--- src/rtl/sw_alloc_pkg.sv ---
// Shared definitions for the switch allocator: port directions, XY turn
// legality, guide bit mapping, owner record and output FSM encodings.
package sw_alloc_pkg;

  localparam int DIR_S = 0;
  localparam int DIR_W = 1;
  localparam int DIR_N = 2;
  localparam int DIR_E = 3;
  localparam int DIR_L = 4;
  localparam int NDIR  = 5;

  // Output FSM states
  localparam logic ST_IDLE = 1'b0;
  localparam logic ST_BUSY = 1'b1;

  // Input VC holding an output: direction plus VC number (room for 16 VCs)
  typedef struct packed {
    logic [2:0] dir;
    logic [3:0] vc;
  } owner_t;

  // XY routing turn table; any out_dir above 4 is rejected as well
  function automatic logic legal(input int in_dir, input int out_dir);
    case (in_dir)
      DIR_S:   legal = (out_dir == DIR_W) || (out_dir == DIR_N) ||
                       (out_dir == DIR_E) || (out_dir == DIR_L);
      DIR_W:   legal = (out_dir == DIR_E) || (out_dir == DIR_L);
      DIR_N:   legal = (out_dir == DIR_S) || (out_dir == DIR_W) ||
                       (out_dir == DIR_E) || (out_dir == DIR_L);
      DIR_E:   legal = (out_dir == DIR_W) || (out_dir == DIR_L);
      DIR_L:   legal = (out_dir == DIR_S) || (out_dir == DIR_W) ||
                       (out_dir == DIR_N) || (out_dir == DIR_E);
      default: legal = 1'b0;
    endcase
  endfunction

  // Bit position of a legal turn inside the input's compacted guide vector
  function automatic int rtg_idx(input int in_dir, input int out_dir);
    case (in_dir)
      DIR_S:   rtg_idx = out_dir - 1;                               // W,N,E,L
      DIR_W:   rtg_idx = out_dir - 3;                               // E,L
      DIR_N:   rtg_idx = (out_dir < DIR_E) ? out_dir : out_dir - 1; // S,W,E,L
      DIR_E:   rtg_idx = (out_dir == DIR_W) ? 0 : 1;                // W,L
      default: rtg_idx = out_dir;                                   // S,W,N,E
    endcase
  endfunction

endpackage

--- src/rtl/sw_alloc_vc_rr_arb.sv ---
// Round-robin arbiter: grants the first request at or after the pointer,
// wrapping; the pointer moves past the winner only on an enabled grant.
module rr_arb #(
  parameter int N = 10
) (
  input  logic         clk,
  input  logic         rst,
  input  logic [N-1:0] req,
  input  logic         en,
  output logic [N-1:0] gnt
);

  localparam int PW = (N > 1) ? $clog2(N) : 1;

  logic [PW-1:0] ptr_reg, ptr_next;
  logic [N-1:0]  pick;
  logic          found;

  // Search from the pointer upward first, then wrap to the low indices
  always_comb begin
    pick  = '0;
    found = 1'b0;
    for (int i = 0; i < N; i++) begin
      if (!found && req[i] && (i >= int'(ptr_reg))) begin
        pick[i] = 1'b1;
        found   = 1'b1;
      end
    end
    for (int i = 0; i < N; i++) begin
      if (!found && req[i]) begin
        pick[i] = 1'b1;
        found   = 1'b1;
      end
    end
  end

  assign gnt = en ? pick : '0;

  // Next pointer is one past the winner, modulo N
  always_comb begin
    ptr_next = ptr_reg;
    if (en && found) begin
      for (int i = 0; i < N; i++) begin
        if (pick[i]) ptr_next = (i == N - 1) ? '0 : PW'(i + 1);
      end
    end
  end

  // Pointer register
  always_ff @(posedge clk or posedge rst) begin
    if (rst) ptr_reg <= '0;
    else     ptr_reg <= ptr_next;
  end

endmodule

--- src/rtl/sw_alloc_vc.sv ---
// Switch allocator for the 5-port router crossbar. One IDLE/BUSY owner FSM
// and one round-robin arbiter per output; a grant lasts until that output
// transfers a tail flit. Guides are decoded from the registered owners.
module sw_alloc_vc
  import sw_alloc_pkg::*;
#(
  parameter int VCN = 2
) (
  input  logic                          clk,
  input  logic                          rst,
  input  logic [4:0][VCN-1:0]           req,
  input  logic [4:0][VCN-1:0][2:0]      reqdir,
  input  logic [4:0]                    ofire,
  input  logic [4:0]                    otail,
  output logic [VCN-1:0][3:0]           srtg,
  output logic [VCN-1:0][1:0]           wrtg,
  output logic [VCN-1:0][3:0]           nrtg,
  output logic [VCN-1:0][1:0]           ertg,
  output logic [VCN-1:0][3:0]           lrtg,
  output logic [4:0]                    obusy,
  output logic                          rterr
);

  localparam int NC = NDIR * VCN;

  logic [4:0]          state_reg, state_next;
  owner_t [4:0]        owner_reg, owner_next;
  logic [4:0][VCN-1:0] held;
  logic [4:0][NC-1:0]  cand;
  logic [4:0][NC-1:0]  gnt;
  logic                illegal_any;
  logic                rterr_reg;

  // An input VC that already owns some output may not compete again
  always_comb begin
    held = '0;
    for (int d = 0; d < NDIR; d++) begin
      for (int v = 0; v < VCN; v++) begin
        for (int o = 0; o < NDIR; o++) begin
          if ((state_reg[o] == ST_BUSY) && (owner_reg[o].dir == 3'(d)) &&
              (owner_reg[o].vc == 4'(v)))
            held[d][v] = 1'b1;
        end
      end
    end
  end

  // Sort requests into per-output candidate vectors and flag illegal turns
  always_comb begin
    cand        = '0;
    illegal_any = 1'b0;
    for (int d = 0; d < NDIR; d++) begin
      for (int v = 0; v < VCN; v++) begin
        if (req[d][v] && !legal(d, int'(reqdir[d][v])))
          illegal_any = 1'b1;
        for (int o = 0; o < NDIR; o++) begin
          if (req[d][v] && !held[d][v] && (reqdir[d][v] == 3'(o)) && legal(d, o))
            cand[o][d*VCN + v] = 1'b1;
        end
      end
    end
  end

  // Arbitration only runs while the output is idle, so a release cycle
  // always leaves a bubble before the next owner is chosen
  for (genvar gi = 0; gi < NDIR; gi++) begin : g_arb
    rr_arb #(.N(NC)) u_arb (
      .clk (clk),
      .rst (rst),
      .req (cand[gi]),
      .en  (state_reg[gi] == ST_IDLE),
      .gnt (gnt[gi])
    );
  end

  // Per-output FSM: latch the winner in IDLE, drop ownership on a tail fire
  always_comb begin
    state_next = state_reg;
    owner_next = owner_reg;
    for (int o = 0; o < NDIR; o++) begin
      case (state_reg[o])
        ST_IDLE: begin
          if (|gnt[o]) begin
            state_next[o] = ST_BUSY;
            for (int i = 0; i < NC; i++) begin
              if (gnt[o][i]) begin
                owner_next[o].dir = 3'(i / VCN);
                owner_next[o].vc  = 4'(i % VCN);
              end
            end
          end
        end
        default: begin
          if (ofire[o] && otail[o]) state_next[o] = ST_IDLE;
        end
      endcase
    end
  end

  // State, owner and error flag registers
  always_ff @(posedge clk or posedge rst) begin
    if (rst) begin
      state_reg <= {NDIR{ST_IDLE}};
      owner_reg <= '0;
      rterr_reg <= 1'b0;
    end else begin
      state_reg <= state_next;
      owner_reg <= owner_next;
      rterr_reg <= illegal_any;
    end
  end

  assign obusy = state_reg;
  assign rterr = rterr_reg;

  // Guide decode: only legal turns get a bit, so every guide bit has one driver
  for (genvar gi = 0; gi < NDIR; gi++) begin : g_in
    for (genvar gv = 0; gv < VCN; gv++) begin : g_vc
      for (genvar go = 0; go < NDIR; go++) begin : g_out
        if (legal(gi, go)) begin : g_turn
          localparam int BIT = rtg_idx(gi, go);
          logic hit;
          assign hit = (state_reg[go] == ST_BUSY) && (owner_reg[go].dir == 3'(gi)) &&
                       (owner_reg[go].vc == 4'(gv));
          if (gi == DIR_S) begin : g_s
            assign srtg[gv][BIT] = hit;
          end else if (gi == DIR_W) begin : g_w
            assign wrtg[gv][BIT] = hit;
          end else if (gi == DIR_N) begin : g_n
            assign nrtg[gv][BIT] = hit;
          end else if (gi == DIR_E) begin : g_e
            assign ertg[gv][BIT] = hit;
          end else begin : g_l
            assign lrtg[gv][BIT] = hit;
          end
        end
      end
    end
  end

endmodule

--- config.mk ---
export PLATFORM = sky130hd
export DESIGN_NAME = sw_alloc_vc
export DESIGN_NICKNAME = d
export VERILOG_FILES = /design/src/rtl/sw_alloc_pkg.sv /design/src/rtl/sw_alloc_vc_rr_arb.sv /design/src/rtl/sw_alloc_vc.sv
export SDC_FILE = /design/constraint.sdc
export NUM_CORES = 1
export LEC_CHECK = 0
export CAP_MARGIN = 10
export CORE_MARGIN = 2
export CORE_UTILIZATION = 45
export CTS_BUF_LIST = sky130_fd_sc_hd__clkbuf_8
export DETAILED_ROUTE_END_ITERATION = 10
export PLACE_DENSITY = 0.74
export SLEW_MARGIN = 20
export SYNTH_ARGS = -nofsm -noshare
export SYNTH_HDL_FRONTEND = slang
export SYNTH_SLANG_ARGS = --single-unit
--- constraint.sdc ---
create_clock -name clk -period 3.1 [get_ports clk]
set_input_delay 0.31 -clock clk [delete_from_list [all_inputs] [get_ports clk]]
set_output_delay 0.31 -clock clk [all_outputs]
set_load 0.02 [all_outputs]
==> impl_results.md <==
* Aggregate routed wire length at around 17,000 um
* Worst vdd ir at 0.460 mV
* 1st-iter DRT viols at 327
* DR vias at 5,359
* Kind of critical path: flip-flop to flip-flop
* Crit path max-delay cell type: or4_4
* Die height at 103 um
* Reg2reg setup slack at between 0.03 and 0.04 ns
* Vias in the first global route at 5,080
* DR pass1 iterations at 5
* CP peak stage delay at just over 0.5 ns
* Vias per cell at between 6 and 7
* Seq pwr share at between 20% and 30%
* Syn nets at 622
* Max cap viols at 0
* Mean Syn Cell Area at around 7.8 um2
* Area post-placement at 6000 um2
* Max Clk Rate at between 300 and 400 MHz
* Place WS at -0.162 ns
* Starting Density at between 40 and 50%
* First-pass GRT wire length at 25,800 um
* Status: finished clean
* Area of the mapped netlist at 4420 um2
* Full die area at 10,600 um2
* Mapped Cells at 570
* CP required at between 3 and 4 ns
* Number of synthesized flops with an enable pin at 0
* Leading area contributor after synthesis: dfrtp_1
* Root buf cell: clkbuf_8
* Sw Pwr at 2.48 mW
* Antenna diodes at 0
* Antenna Nets Post-Route at 0
* RSZ-0062 raised after global routing: true
* Worst min path class: input port to async pin
* Final Slew Violations at 0
* Clock skew at 0.00672 ns
* Crit end category: flip-flop
* Post-DP HPWL at 13,500 um
* Worst-margin pin slew at 0.831 ns
* Final period utilization at 98.7%
* Area of the core at 9640 um2
* Std-Cell Rows at 36
* Reg2reg path depth at 11
* Final setup viols at 0
* Fillcell total at 847
* Distinct cells, synth at 90
* Nature of the critical path startpoint: flip-flop
* Initial antenna violation count at 0
* Tot GR Track Use at a little under a third
* Util after Layout at 68.0%
* Layout overhead on the synthesized area at 48.2%
* Die X at 103 um
* Avg WL per Cell at 19.7 um
* Crit path DAT at 3.27 ns
* Fin nets at 790
* Num CTS Buffers at 5
* CTS clk-pin slew, worst paths at 0.09 ns
* Drt drc at 0
* I/O pin total at 90
* Num Clock Sinks at 41
* Leakage at 2.81 nW
* Bufs on Longest Clock Path at 2
* Fin worst setup slack at roughly 0.04 ns
* Pint at 2.74 mW
* Ys async rst share at 100%
* Time the worst path needs with I/O delays and setup at roughly 3.1 ns
* Clock power share at roughly 8.9%
* Logic pwr share at 67.8%
* Design Area, Final at ~6600 um2
* Final Hold Vio Count at 0
* Worst skew pair latency at 0.32 ns
* Synth warn at 0
* Seq/Total Area, Yosys at 23.2%
* H-tree levels at 2
* Largest net degree at the start of global routing at 42
* Buf+Inv Stages, Crit Path at 2
* IO Port Bufs at 89
* PD cells at 797 nW/um2
* Delay-heaviest family, CP: simple AND/OR/NAND/NOR gates
* Critical Path Stages at 11
* Commonest non-fill, non-tap cell in the layout: buf_4
* Crit-path cells: buf_4, nand3b_1, buf_6, nor2_1, or4_4, a22o_4, a21oi_4, o21bai_1, a22o_1, or3_1, mux2_4
* Slew headroom at 44.1%
* Share of cells above drive strength 1 at 28.7%
* Switching share of power at 47.6%
* Most frequent cells in the layout: 121 x buf_4, 89 x clkdlybuf4s50_1, 50 x nor2_1, 43 x nand2_1, 38 x dfrtp_1
* Max reg flops at 19
* Top-area cell type share of the netlist area at 23.2%
* Crit-path max FO at 6
* Synth top area cells: dfrtp_1 23%, buf_4 5.8%, nor2_1 4.2%
* #FFs+latches synth at 41
* TritonCTS clock tree: yes
* GPL Wtd Cong at ~1
* Grt total ovfl at 0
* Dominant synthesized flop cell: dfrtp_1
[tightest hold or removal path: cells and delay by family]
kind     cells  cell delay, ns
buf+inv      3            0.90
[synthesized netlist by cell type (4+ instances only)]
master     count
a211o_1        4
a211oi_1       9
a21o_1        14
a21oi_1       29
a31oi_1       10
a32o_1         4
and2_1         5
and3_1         5
and4b_1        6
buf_2          4
buf_4         34
clkbuf_1      12
dfrtp_1       41
inv_1         36
nand2_1       44
nand2b_1       7
nand3_1       14
nand3b_1      10
nand4_1       11
nand4b_1       5
nor2_1        50
nor2b_1       11
nor3_1        24
nor3b_1        7
nor4_1        15
nor4b_1        5
o21ai_0       19
o21ai_1        5
o21bai_1       4
o22ai_1        4
o2bb2ai_1      6
o31ai_1        8
or3_1          7
or4_1          4
[cells by family after synthesis]
| family | after synthesis | synth area share [%] |
|---|---|---|
| buffers and inverters | 91 | 11.2 |
| AND/OR/NAND/NOR | 255 | 33.1 |
| XOR/XNOR | 3 | 0.594 |
| flip-flops | 41 | 23.2 |
| AO/OA/AOI/OAI | 173 | 30.0 |
| multiplexers | 7 | 1.87 |
[layer usage]
layer	vias up	wire (um)	global-route usage, %
met3	44	1100	4.54
li1	2485	-	-
met1	2594	7190	42.0
met2	236	8150	51.2
met5	-	0	0
met4	0	732	14.1
[path summary, 6_finish.rpt]
| check | from | end |
|---|---|---|
| setup / recovery | owner_reg[25] | g_arb[4].u_arb.ptr_reg[1] |
| hold / removal | rst | g_arb[0].u_arb.ptr_reg[0] |
| setup reg to reg | owner_reg[25] | g_arb[4].u_arb.ptr_reg[1] |
| hold reg to reg | owner_reg[14] | owner_reg[14] |
| max in group asynchronous | rst | owner_reg[11] |
| min in group clk | otail[4] | obusy[4] |
[through the flow]
| stage | total power, mW | hold WS, ns | std cells | TNS [ns] |
|---|---|---|---|---|
| global placement | 4.25 | 0.533 | 855 | -0.288 |
| finish | 5.22 | 0.428 | 872 | 0 |
| CTS | 4.87 | 0.455 | 865 | 0 |
| detailed placement | 4.31 | 0.544 | 855 | -1.37 |
| global route | 5.55 | 0.516 | 872 | -0.209 |
| floorplan | 3.04 | 0.411 | 570 | 0 |
[power by group through the flow]
stage	clock network, mW	registers [mW]	logic (mW)
after detailed placement	0	1.17	3.13
final	0.467	1.22	3.54
after floorplan	0	1.03	2.00
after global placement	0	1.17	3.08
after CTS	0.474	1.18	3.22
after global routing	0.500	1.25	3.80
[cell type report]
type / count / area [um2] / area share (%)
Multi-Input combinational cell: 438 / 3240 / 49.4
Timing Repair Buffer: 216 / 1870 / 28.5
Sequential cell: 41 / 1030 / 15.7
Tap cell: 133 / 166 / 2.54
Inverter: 36 / 135 / 2.06
Clock buffer: 5 / 68.8 / 1.05
Clock inverter: 3 / 46.3 / 0.707
[what timing repair did]
item                                    CTS  global route
endpoints found under the setup margin   17            26
hold buffers                              0             0
gates cloned                              0             1
resized for setup                        15            59
buffers inserted                          2             6
pin swaps                                 2            18
Note: power is estimated with default switching activity, not from simulation.
